### src/rtl/sfq_gate_arbiter_if.sv
`default_nettype none
// ============================================================================
//  Module      : sfq_gate_arbiter_if
//  Description : Bundle of requester-side and gate-side signals for the
//                shared SFQ gate arbiter.
//                slave  : arbiter view (drives grants, acks, gate pulses)
//                master : environment view (requesters and gate model)
//  Ports (signals):
//    req, op_a, op_b  [N_REQ]  requests and per-requester operand bits
//    gnt, ack         [N_REQ]  one-hot grant and completion pulse
//    res                       result bit, valid in the ack cycle
//    gate_in1/2, gate_clk      one-cycle pulses toward the gate
//    gate_out                  pulse from the gate output
//    busy, err_spurious, err_multi  status and sticky error flags
//  Revision    : 1.0  initial release
// ============================================================================
interface sfq_gate_arbiter_if #(
  parameter int N_REQ = 4
);
  logic [N_REQ-1:0] req;
  logic [N_REQ-1:0] op_a;
  logic [N_REQ-1:0] op_b;
  logic [N_REQ-1:0] gnt;
  logic [N_REQ-1:0] ack;
  logic             res;
  logic             gate_in1;
  logic             gate_in2;
  logic             gate_clk;
  logic             gate_out;
  logic             busy;
  logic             err_spurious;
  logic             err_multi;

  modport slave (
    input  req, op_a, op_b, gate_out,
    output gnt, ack, res, gate_in1, gate_in2, gate_clk,
           busy, err_spurious, err_multi
  );

  modport master (
    output req, op_a, op_b, gate_out,
    input  gnt, ack, res, gate_in1, gate_in2, gate_clk,
           busy, err_spurious, err_multi
  );
endinterface
`default_nettype wire

### src/rtl/sfq_gate_arbiter.sv
`default_nettype none
// ============================================================================
//  Module      : sfq_gate_arbiter
//  Description : Round-robin arbiter sharing one clocked SFQ gate between
//                N_REQ requesters. Latches the grantee's operands, pulses
//                the gate data inputs, then the gate clock after T_SETUP
//                cycles, then collects the gate output over a T_RESULT
//                window and returns the result with a one-cycle ack.
//  Ports:
//    clkin  in   system clock, rising edge
//    rst_n  in   asynchronous reset, active low
//    bus    slave modport of sfq_gate_arbiter_if (requests, operands,
//           grant/ack/result, gate pins, busy and error flags)
//  Revision    : 1.0  initial release
// ============================================================================
module sfq_gate_arbiter #(
  parameter int N_REQ    = 4,
  parameter int T_SETUP  = 2,
  parameter int T_RESULT = 3
) (
  input  wire                clkin,
  input  wire                rst_n,
  sfq_gate_arbiter_if.slave  bus
);

  localparam int PTR_W   = (N_REQ > 1) ? $clog2(N_REQ) : 1;
  localparam int CNT_MAX = (T_SETUP > T_RESULT) ? T_SETUP : T_RESULT;
  localparam int CNT_W   = (CNT_MAX > 1) ? $clog2(CNT_MAX) : 1;

  localparam logic [2:0] c_ST_IDLE  = 3'd0;
  localparam logic [2:0] c_ST_SETUP = 3'd1;
  localparam logic [2:0] c_ST_FIRE  = 3'd2;
  localparam logic [2:0] c_ST_WAIT  = 3'd3;
  localparam logic [2:0] c_ST_DONE  = 3'd4;

  localparam logic [CNT_W-1:0] c_SETUP_LAST  = CNT_W'(T_SETUP - 1);
  localparam logic [CNT_W-1:0] c_RESULT_LAST = CNT_W'(T_RESULT - 1);
  localparam logic [PTR_W-1:0] c_LAST_REQ    = PTR_W'(N_REQ - 1);
  localparam logic [PTR_W:0]   c_N_REQ_EXT   = (PTR_W+1)'(N_REQ);

  // --------------------------------------------------------------------------
  // State
  // --------------------------------------------------------------------------
  logic [2:0]       r_state;
  logic [CNT_W-1:0] r_cnt;
  logic [N_REQ-1:0] r_gnt;
  logic [PTR_W-1:0] r_gidx;
  logic [PTR_W-1:0] r_ptr;
  logic             r_a;
  logic             r_b;
  logic             r_result;
  logic             r_err_spurious;
  logic             r_err_multi;

  // --------------------------------------------------------------------------
  // Round-robin selection: first set req bit at or after r_ptr, wrapping.
  // --------------------------------------------------------------------------
  logic             w_any;
  logic [PTR_W-1:0] w_sel_idx;
  logic [N_REQ-1:0] w_sel_oh;

  always_comb begin
    logic [PTR_W:0] v_idx;
    w_any     = 1'b0;
    w_sel_idx = '0;
    w_sel_oh  = '0;
    v_idx     = '0;
    for (int i = 0; i < N_REQ; i++) begin
      v_idx = {1'b0, r_ptr} + (PTR_W+1)'(i);
      if (v_idx >= c_N_REQ_EXT) begin
        v_idx = v_idx - c_N_REQ_EXT;
      end
      if (!w_any && bus.req[v_idx[PTR_W-1:0]]) begin
        w_any     = 1'b1;
        w_sel_idx = v_idx[PTR_W-1:0];
      end
    end
    if (w_any) begin
      w_sel_oh[w_sel_idx] = 1'b1;
    end
  end

  // --------------------------------------------------------------------------
  // Transaction sequencer
  // --------------------------------------------------------------------------
  always_ff @(posedge clkin or negedge rst_n) begin
    if (!rst_n) begin
      r_state  <= c_ST_IDLE;
      r_cnt    <= '0;
      r_gnt    <= '0;
      r_gidx   <= '0;
      r_ptr    <= '0;
      r_a      <= 1'b0;
      r_b      <= 1'b0;
      r_result <= 1'b0;
    end else begin
      case (r_state)
        c_ST_IDLE: begin
          if (w_any) begin
            // Operands are captured only here; later input changes are ignored.
            r_gnt    <= w_sel_oh;
            r_gidx   <= w_sel_idx;
            r_a      <= bus.op_a[w_sel_idx];
            r_b      <= bus.op_b[w_sel_idx];
            r_result <= 1'b0;
            r_cnt    <= '0;
            r_state  <= c_ST_SETUP;
          end
        end
        c_ST_SETUP: begin
          if (r_cnt == c_SETUP_LAST) begin
            r_cnt   <= '0;
            r_state <= c_ST_FIRE;
          end else begin
            r_cnt <= r_cnt + 1'b1;
          end
        end
        c_ST_FIRE: begin
          r_cnt   <= '0;
          r_state <= c_ST_WAIT;
        end
        c_ST_WAIT: begin
          if (bus.gate_out) begin
            r_result <= 1'b1;
          end
          if (r_cnt == c_RESULT_LAST) begin
            r_cnt   <= '0;
            r_state <= c_ST_DONE;
          end else begin
            r_cnt <= r_cnt + 1'b1;
          end
        end
        c_ST_DONE: begin
          r_gnt   <= '0;
          r_ptr   <= (r_gidx == c_LAST_REQ) ? '0 : r_gidx + 1'b1;
          r_state <= c_ST_IDLE;
        end
        default: begin
          r_gnt   <= '0;
          r_cnt   <= '0;
          r_state <= c_ST_IDLE;
        end
      endcase
    end
  end

  // --------------------------------------------------------------------------
  // Sticky error flags. Only WAIT is a legal window for gate output pulses;
  // a pulse coincident with the clock pulse (FIRE) is treated as spurious.
  // Every high sample of gate_out counts as one pulse.
  // --------------------------------------------------------------------------
  always_ff @(posedge clkin or negedge rst_n) begin
    if (!rst_n) begin
      r_err_spurious <= 1'b0;
      r_err_multi    <= 1'b0;
    end else begin
      if (bus.gate_out && (r_state != c_ST_WAIT)) begin
        r_err_spurious <= 1'b1;
      end
      if (bus.gate_out && (r_state == c_ST_WAIT) && r_result) begin
        r_err_multi <= 1'b1;
      end
    end
  end

  // --------------------------------------------------------------------------
  // Outputs decoded from registered state, so reset clears them immediately.
  // --------------------------------------------------------------------------
  logic w_in_idle;
  logic w_first_setup;
  logic w_done;

  assign w_in_idle     = (r_state == c_ST_IDLE);
  assign w_first_setup = (r_state == c_ST_SETUP) && (r_cnt == '0);
  assign w_done        = (r_state == c_ST_DONE);

  assign bus.gnt          = r_gnt;
  assign bus.ack          = w_done ? r_gnt : '0;
  assign bus.res          = w_done & r_result;
  assign bus.gate_in1     = w_first_setup & r_a;
  assign bus.gate_in2     = w_first_setup & r_b;
  assign bus.gate_clk     = (r_state == c_ST_FIRE);
  assign bus.busy         = !w_in_idle;
  assign bus.err_spurious = r_err_spurious;
  assign bus.err_multi    = r_err_multi;

endmodule
`default_nettype wire
### src/flat_wrapper.sv
// flat-port wrapper written by rule: the top's interface ports become plain ports
module sfq_gate_arbiter_flat 
#(
  parameter int N_REQ    = 4,
  parameter int T_SETUP  = 2,
  parameter int T_RESULT = 3
)
  (clkin, rst_n, bus_req, bus_op_a, bus_op_b, bus_gate_out, bus_gnt, bus_ack, bus_res, bus_gate_in1, bus_gate_in2, bus_gate_clk, bus_busy, bus_err_spurious, bus_err_multi);
  sfq_gate_arbiter_if #(.N_REQ(N_REQ)) bus_i ();
  input  wire clkin;
  input  wire rst_n;
  input wire logic [$bits(bus_i.req)-1:0] bus_req;
  input wire logic [$bits(bus_i.op_a)-1:0] bus_op_a;
  input wire logic [$bits(bus_i.op_b)-1:0] bus_op_b;
  input wire logic [$bits(bus_i.gate_out)-1:0] bus_gate_out;
  output wire logic [$bits(bus_i.gnt)-1:0] bus_gnt;
  output wire logic [$bits(bus_i.ack)-1:0] bus_ack;
  output wire logic [$bits(bus_i.res)-1:0] bus_res;
  output wire logic [$bits(bus_i.gate_in1)-1:0] bus_gate_in1;
  output wire logic [$bits(bus_i.gate_in2)-1:0] bus_gate_in2;
  output wire logic [$bits(bus_i.gate_clk)-1:0] bus_gate_clk;
  output wire logic [$bits(bus_i.busy)-1:0] bus_busy;
  output wire logic [$bits(bus_i.err_spurious)-1:0] bus_err_spurious;
  output wire logic [$bits(bus_i.err_multi)-1:0] bus_err_multi;
  assign bus_i.req = bus_req;
  assign bus_i.op_a = bus_op_a;
  assign bus_i.op_b = bus_op_b;
  assign bus_i.gate_out = bus_gate_out;
  assign bus_gnt = bus_i.gnt;
  assign bus_ack = bus_i.ack;
  assign bus_res = bus_i.res;
  assign bus_gate_in1 = bus_i.gate_in1;
  assign bus_gate_in2 = bus_i.gate_in2;
  assign bus_gate_clk = bus_i.gate_clk;
  assign bus_busy = bus_i.busy;
  assign bus_err_spurious = bus_i.err_spurious;
  assign bus_err_multi = bus_i.err_multi;
  sfq_gate_arbiter #(.N_REQ(N_REQ), .T_SETUP(T_SETUP), .T_RESULT(T_RESULT)) u_core (.clkin(clkin), .rst_n(rst_n), .bus(bus_i));
endmodule
### config.mk
export PLATFORM = sky130hd
export DESIGN_NAME = sfq_gate_arbiter_flat
export DESIGN_NICKNAME = d
export VERILOG_FILES = /design/src/rtl/sfq_gate_arbiter_if.sv /design/src/rtl/sfq_gate_arbiter.sv /design/src/flat_wrapper.sv
export SDC_FILE = /design/constraint.sdc
export NUM_CORES = 1
export LEC_CHECK = 0
export CAP_MARGIN = 20
export CORE_MARGIN = 4
export CORE_UTILIZATION = 45
export DETAILED_ROUTE_END_ITERATION = 8
export PLACE_DENSITY = 0.77
export SYNTH_ARGS = -nofsm -noshare
export SYNTH_HDL_FRONTEND = slang
export SYNTH_SLANG_ARGS = --single-unit
### constraint.sdc
create_clock -name clkin -period 2.3 [get_ports clkin]
set_input_delay 0.69 -clock clkin [delete_from_list [all_inputs] [get_ports clkin]]
set_output_delay 0.69 -clock clkin [all_outputs]
set_load 0.02 [all_outputs]
==> results.md <==
* Outcome: finished, final reports clean
* Pleak at 0.683 nW
* Worst-Margin Slew at 0.414 ns
* Most common cell in the netlist: dfrtp_1
* Slew margin rel. at ~72%
* Max incr delay on CP at around 0.47 ns
* Initial Util at 48.9%
* Die X-Extent at 54.9 um
* Comb power frac at 48.0%
* H-tree depth at 1
* Die area at 0.00301 mm^2
* Total Power at ~1.4 mW
* Port Buf Inserts at 29
* Sequential fraction of the synthesis area at a little under half
* Multi-input logic area at 515 um^2
* Clock Tree Root: clkbuf_4
* Gr usage total at 16.6%
* Post-Synth Adder-Cell Area at approximately 1.3%
* Post-synthesis compound-gate area fraction at 17.2%
* Skew final at 0.00111 ns
* Pint at 0.850 mW
* Post-synth EDFFs at 0
* Cell family with most CP delay: flip-flops
* FFs w/ async S/R, synth at between 90% and 100%
* R2R depth at 5
* Stages on the worst setup path at 3
* Post-DP HPWL at about 1800 um
* Syn avg cell area at between 9 and 10 um^2
* Via count at 947
* Fmax at 466 MHz
* #FFs+latches synth at 18
* Filler Cell Count at 170
* Drt pass-1 iters at 4
* Mux share of post-synthesis cell area at 5.19%
* Critical Path AT at 1.46 ns
* Main combinational cell family by area after synthesis: simple AND/OR/NAND/NOR gates
* Largest net degree at the start of global routing at 19
* Top post-synthesis cells by area: dfrtp_1, a21oi_1, nand2_1
* Endpoints failing hold at 0
* Synth area leader: dfrtp_1
* Fin crit share at 93.3%
* Gpl congestion at a little under 0.9
* Final setup fails at 0
* CP cell instances: nor2_4, and3_1, dlygate4sd2_1
* Number of diodes at 0
* Synth cell types at 35
* Drt wl/cell at approximately 13 um
* Vias in the first global route at between 800 and 900
* Post-synthesis cell count at 107
* Xor and xnor fraction of the mapped netlist area at 0%
* CTS tree: built
* Max IR drop VDD at around 0.48 mV
* Die Ht at 54.9 um
* Gr ovfl total at 0
* Clock transition at path regs at 0.11 ns
* Syn_nets at 123
* Row cnt at 16
* Crit path buf inv count at 1
* Synth Flop Type: dfrtp_1
* Sequential fraction of design power at 37.5%
* Slowest CP cell: dfrtp_2
* Final min period at 2.15 ns
* DR vias/cell at 5.32
* Worst hold path cell count at 1
* Clock sinks at 18
* I/O pins at 30
* Crit-path max FO at 6
* Nets at 168
* Clock Latency Late Sink at 0.30 ns
* Simple-Gate Fraction of Synth Area at a little over a quarter
* Initial DRC Count at 14
* Post-synth top cells: dfrtp_1, nand2_1, a21oi_1
* Core area at 0.00202 mm^2
* Final wirelength at between 2000 and 2500 um
* Post-route antenna net violation count at 0
* Clock Tree Buf Depth at 2
* Net Sw Power at approximately 0.53 mW
* Number of buffers created by CTS at 3
* WP data required at 1.61 ns
* Post-synth top area share at 45.6%
* Power Density at 970 mW/mm^2
* Final Max Tran Viols at 0
* DR DRC count at 0
* Startpoint Class: register
* Sw frac at a little under two fifths
* First-pass GRT wire length at about 3500 um
* Crit Path Category: register to output port
* Setup ws final at 0.155 ns
* Hold WC Path Type: register to register
* RSZ-0062 raised after global routing: no
* P&R area growth vs syn at 43.8%
* Synth Warn # at 0
* Initial antenna violation count at 0
* Max-cap violation count at 0
* Critical Path Sink Type: output port
* Storage cell area at roughly 450 um^2
* Post-CTS Setup Inserts at 0
* Post-Place Worst Slack at -0.104 ns
* Mapped cell area at 988 um^2
* Clock share of power at 14.5%
* Layout cell share with drive strength beyond 1 at 19.9%
## worst paths after layout
kind | start | end | slack (ns)
max in group asynchronous | rst_n | u_core.r_state[1] | 1.38
worst min-delay path | u_core.bus.err_spurious | u_core.bus.err_spurious | 0.47
worst max register to register | u_core.r_ptr[0] | u_core.bus.gnt[1] | 0.60
min in group asynchronous | rst_n | u_core.bus.err_spurious | 0.71
worst max-delay path | u_core.r_state[1] | bus_res | 0.15
worst min register to register | u_core.bus.err_spurious | u_core.bus.err_spurious | 0.47
## registers in the layout, indices dropped and copies added (netlist names)
name,cells
u_core.bus.err_spurious,1
u_core.r_cnt,2
u_core.r_state,3
u_core.r_b,1
u_core.r_gidx,2
u_core.bus.err_multi,1
u_core.bus.gnt,4
u_core.r_result,1
u_core.r_ptr,2
u_core.r_a,1
## area by class of cell
type,count,area share [%]
flip-flops and latches,18,31.8
well taps,27,2.38
multi-input cells,83,36.3
clock buffers,4,2.55
repair buffers,43,26.2
inverters,3,0.792
## power groups by stage
stage	Sequential (mW)	Combinational [mW]	Clock (mW)
3_5_place_dp	0.515	0.671	0
2_1_floorplan	0.545	0.364	0
4_1_cts	0.518	0.669	0.206
6_report	0.517	0.662	0.199
3_3_place_gp	0.511	0.653	0
5_1_grt	0.531	0.740	0.221
## stage by stage
stage	hold slack, ns	instance area, um^2	utilization, %	instances	TNS (ns)
2_1_floorplan	0.394	988	-	107	0
3_3_place_gp	0.442	1400	69.0	174	-0.0245
3_5_place_dp	0.444	1400	69.0	174	-0.237
4_1_cts	0.470	1440	71.0	178	0
5_1_grt	0.480	1420	70.3	178	0
6_report	0.465	1420	70.3	178	0
## placed cells by master, fill, tap and decap left out, types with 2 or more instances in the layout
| cell | n |
|---|---|
| nand2b_1 | 4 |
| o21ai_0 | 4 |
| buf_4 | 14 |
| mux2i_1 | 4 |
| a21oi_1 | 12 |
| or3_1 | 2 |
| o22ai_1 | 2 |
| or2_2 | 3 |
| o221ai_1 | 2 |
| and3_1 | 6 |
| nor2_1 | 6 |
| clkbuf_4 | 3 |
| clkbuf_2 | 3 |
| dlygate4sd2_1 | 6 |
| or3b_1 | 2 |
| clkdlybuf4s50_1 | 20 |
| and2_1 | 2 |
| inv_1 | 3 |
| dfrtp_1 | 17 |
| nor2b_1 | 2 |
| nand2_1 | 15 |
## kinds of logic after synthesis
family | count (synthesis)
adders and majority gates | 1
DFF | 18
buffers and inverters | 6
AOI/OAI and AO/OA | 27
and+or+nand+nor | 50
muxes | 5
## metal layers
metal	wire length [um]	track usage, %
met4	35	7.88
met5	0	0
met1	1030	23.2
met3	123	2.45
met2	1060	24.8
## worst register-to-register path, cell delays in order, from the launching register on
cell	delay (ns)
dfrtp_1	0.43
nand2b_1	0.17
and2b_1	0.16
o22ai_1	0.35
or3b_1	0.39
a21oi_1	0.14
## repair_timing
item / in CTS / in global routing
endpoints found under the setup margin: 9 / 3
hold buffers: 0 / 0
resized for setup: 14 / 4
cloned: 0 / 0
(Power assumes the default switching activity.)
==> edit 1, RTL diff (same flow settings) <==
`T_SETUP` is set to 2 in 2 places; all go to 4.
--- a/src/rtl/sfq_gate_arbiter.sv
+++ b/src/rtl/sfq_gate_arbiter.sv
@@ -15,7 +15,7 @@
 // ============================================================================
 module sfq_gate_arbiter #(
   parameter int N_REQ    = 4,
-  parameter int T_SETUP  = 2,
+  parameter int T_SETUP  = 4,
   parameter int T_RESULT = 3
 ) (
   input  wire                clkin,
--- a/src/flat_wrapper.sv
+++ b/src/flat_wrapper.sv
@@ -2,7 +2,7 @@
 module sfq_gate_arbiter_flat 
 #(
   parameter int N_REQ    = 4,
-  parameter int T_SETUP  = 2,
+  parameter int T_SETUP  = 4,
   parameter int T_RESULT = 3
 )
   (clkin, rst_n, bus_req, bus_op_a, bus_op_b, bus_gate_out, bus_gnt, bus_ack, bus_res, bus_gate_in1, bus_gate_in2, bus_gate_clk, bus_busy, bus_err_spurious, bus_err_multi);
Behaviour: not the same (Yosys sat finds a counterexample within 4 cycles, from zero or initial values and one cycle with rst_n low).
==> edit 1 against the original RTL <==
Clock skew barely moved. Cell area rose by 6.4%. Count of clock-buffer cells in the layout did not move. Sequential cell count did not move. Synthesized area rose by 7.3%. Total power rose by 26%. Routed wire length rose by 22%. Critical path depth fell by 1. Setup slack got worse by 0.063 ns. Critical endpoint is now bus_busy.
==> edit 1: results (changes against the original RTL) <==
layoutNonFillerInstCount: 185  # +3.9%
fin_crit_sh_pct: 96.0  # +2.7 points
arrival_ns: 1.52  # +0.06 ns
n_antenna_cell: 0  # unchanged
fillerInstances: 189  # +11%
synthesis.nets: 135  # +9.8%
r2r-start: "u_core.r_ptr[1]$_DFFE_PN0N_"
power_leakage_nw: 0.707  # +3.5%
clk_pin_slew_worst_paths_ns: 0.10
critPathCapture: "bus_busy"
synth.avg_cell_area_um2: 9.31  # +0.75%
crit_start: "u_core.r_state[0]$_DFFE_PN0P_"
grt_pass1_vias: 1018  # +26%
htreeDepth: 1  # unchanged
critPathTopFamily: "flip-flops"
grt_start_max_net_pins: 19  # unchanged
drive_gt1_share_pct: 14.0  # -5.9 points
io_buffers: 29  # unchanged
track_usage_pct: 18.4  # +1.8 points
largest_register_ffs: 4  # unchanged
post_cts_buffers: 0  # unchanged
hp-class: "reg2reg"
synth.distinct_cells: 34  # -2.9%
ir_worst_vdd_mv: 0.807  # +67%
wirelength_mm: 2.75  # +22%
dpl_cell_area_um2: 1470  # +5.6%
finClkSkew_ns: 0.00136  # +0.000251 ns
critPathMaxFanout: 5  # -1
dp_hpwl_mm: 2.14  # +21%
cts_buffer_depth: 2  # unchanged
max_stage_delay_ns: 0.45  # -0.02 ns
reg2reg_setup_slack_ns: 0.54  # -0.06 ns
crit_slowest_cell: "dfrtp_1"
post-place-ws_ns: -0.144  # -0.0394 ns
worstHoldStart: "u_core.bus.err_spurious$_DFFE_PN0P_"
grt_pass1_wl_mm: 4.60  # +31%
fin_nets: 179  # +6.5%
drt_iter0_drc: 33  # +19
synth_commonest_cells: "dfrtp_1, nand2_1, a21oi_1"
min_to: "u_core.bus.err_spurious$_DFFE_PN0P_"
yosys-top-cells-area: "dfrtp_1, ha_1, nand2_1"
place_congestion: 0.845  # -3.5%
clock_latency_ns: 0.30  # about the same
drtPass1Iterations: 4  # unchanged
vias: 1052  # +11%
ys_seq_area_share_pct: 42.5  # -3.1 points
outcome: "completed"
tightest_slew_ns: 0.536  # +0.123 ns
r2r-end: "u_core.r_a$_DFFE_PN0P_"
==> edit 1: per-layer routing <==
| layer | routed length (um) | track usage [%] | part of all wire, % | vias up |
|---|---|---|---|---|
| li1 | - | - | - | 504 |
| met3 | 181 | 3.22 | 6.6 | 9 |
| met5 | 0 | 0 | 0 | - |
| met4 | 66 | 7.80 | 2.4 | 0 |
| met1 | 1190 | 24.5 | 43 | 497 |
| met2 | 1310 | 29.0 | 48 | 42 |
==> edit 1: logic make-up (layout without fill, tap and decap cells) <==
group / count (synthesis) / after routing / synth area share [%]
compound gates: 31 / 31 / 19.2
buf+inv: 9 / 52 / 3.54
fa+ha+maj: 6 / 6 / 7.08
mux: 5 / 5 / 4.95
simple gates: 45 / 45 / 22.8
flops: 18 / 18 / 42.5
==> edit 1: final cells by class <==
type	instances	area, um2	share of cell area [%]
multi-input cells	87	581	38.4
flip-flops and latches	18	450	29.8
repair buffers	43	392	25.9
clock buffers	4	36.3	2.40
well taps	28	35.0	2.32
inverters	5	18.8	1.24
==> edit 1: through the flow <==
stage          hold slack [ns]  power [W]  TNS, ns
2_1_floorplan            0.394    0.00111        0
3_3_place_gp             0.439    0.00151   -0.239
3_5_place_dp             0.451    0.00154   -0.501
4_1_cts                  0.476    0.00173        0
5_1_grt                  0.505    0.00188        0
6_report                 0.472    0.00173        0
==> edit 1: report_power, final <==
group          leakage (nW)  total (W)  internal, W  switching [W]
Clock                0.0210   0.000196    0.0000966      0.0000995
Combinational         0.470   0.000954     0.000471       0.000483
Sequential            0.215   0.000583     0.000453       0.000129
Total                 0.707    0.00173      0.00102       0.000712
==> edit 1: repair_timing <==
item,CTS,global route
gates resized for setup,11,6
pin swaps,0,0
setup endpoints to repair,9,6
hold buffers,0,0
==> edit 2, RTL diff (same flow settings) <==
Made on the original files. Reset style: synchronous (`rst_n`), changed in 2 clocked blocks. Comments in the files are not updated.
--- a/src/rtl/sfq_gate_arbiter.sv
+++ b/src/rtl/sfq_gate_arbiter.sv
@@ -83,7 +83,7 @@
   // --------------------------------------------------------------------------
   // Transaction sequencer
   // --------------------------------------------------------------------------
-  always_ff @(posedge clkin or negedge rst_n) begin
+  always_ff @(posedge clkin) begin
     if (!rst_n) begin
       r_state  <= c_ST_IDLE;
       r_cnt    <= '0;
@@ -149,7 +149,7 @@
   // a pulse coincident with the clock pulse (FIRE) is treated as spurious.
   // Every high sample of gate_out counts as one pulse.
   // --------------------------------------------------------------------------
-  always_ff @(posedge clkin or negedge rst_n) begin
+  always_ff @(posedge clkin) begin
     if (!rst_n) begin
       r_err_spurious <= 1'b0;
       r_err_multi    <= 1'b0;
Formal check against the unedited RTL: differs if rst_n is asserted again (counterexample within 4 cycles, from zero or initial values and one cycle with rst_n low); with rst_n held inactive, the same outputs for 10 cycles.
==> edit 2 against the original RTL <==
Cell area shrank 0.44%. Synthesized area rose by 0.89%. Routed wire length up 23%. Sequential cell count did not move. Setup slack worse by 0.070 ns. Sequential share of layout area is 6.1 points lower.
Power is not compared: it rests on default switching activity, and its combinational part moved more than twofold at a synthesized area within 25%.
==> edit 2: results (changes against the original RTL) <==
met2_length_mm: 1.34  # +26%
synth.avg_cell_area_um2: 7.67  # -17%
cts.repair.resized: 13  # -1
crit_slowest_cell: "or3_1"
use_met1_pct: 27.6  # +4.4 points
ys_seq_area_share_pct: 36.1  # -9.4 points
arrival_ns: 1.53  # +0.07 ns
drive_gt1_share_pct: 16.0  # -3.9 points
htreeDepth: 1  # unchanged
met1_length_mm: 1.26  # +22%
max_stage_delay_ns: 0.39  # -0.08 ns
outcome: "completed"
ys_async_sr_fraction_pct: 0  # -100 points
wire_per_inst_um: 14.0  # +11%
synthAdderAreaFrac_pct: 1.25  # -0.011 points
dr_wl_met3_um: 127  # +3.3%
critPathMaxFanout: 11  # +5
synth_compound_gate_area_share_pct: 23.8  # +6.6 points
critPathTopFamily: "buffers and inverters"
wirelength_mm: 2.75  # +23%
finClkSkew_ns: 0.00223  # +0.00112 ns
fin_util_pct: 69.3  # -1.0 points
track_usage_pct: 21.4  # +4.8 points
fillerInstances: 177  # +4.1%
place_congestion: 0.804  # -8.2%
synthesis.nets: 146  # +19%
yosys-top-cells-area: "dfxtp_1, a21oi_1, nor2_1"
muxShareOfSynthArea_pct: 0  # -5.2 points
dp.cells: 192  # +10%
use_met3_pct: 4.29  # +1.8 points
grt_start_max_net_pins: 12  # -7
post-place-ws_ns: -0.0410  # +0.0635 ns
tightest_slew_ns: 0.432  # +0.0185 ns
synth_commonest_cells: "dfxtp_1, nor2_1, a21oi_1"
drt_iter0_drc: 26  # +12
viasPerCell: 5.49  # +3.3%
hold-path-cell-count: 2  # +1
fin_nets: 186  # +11%
edit 2: area by class of cell:
class	instances	area share (%)
multi-input combinational	100	41.6
tap	27	2.39
sequential	18	25.6
inverter	6	1.59
timing repair buffer	41	26.2
clock buffer	4	2.56
edit 2: path summary, 6_finish.rpt:
check | start | end | slack (ns)
max | u_core.r_state[2]$_SDFFE_PN0P_ | bus_busy | 0.08
min | u_core.r_gidx[1]$_SDFFE_PN0P_ | u_core.r_gidx[1]$_SDFFE_PN0P_ | 0.47
max reg2reg | u_core.r_state[2]$_SDFFE_PN0P_ | u_core.r_b$_SDFFE_PN0P_ | 0.63
min reg2reg | u_core.r_gidx[1]$_SDFFE_PN0P_ | u_core.r_gidx[1]$_SDFFE_PN0P_ | 0.47
edit 2: power by group:
group / total [W] / internal [W] / switching (W)
logic: 0.000183 / 0.0000865 / 0.0000962
registers: 0.000346 / 0.000329 / 0.0000167
clock network: 0.000204 / 0.0000966 / 0.000107
total: 0.000733 / 0.000512 / 0.000220
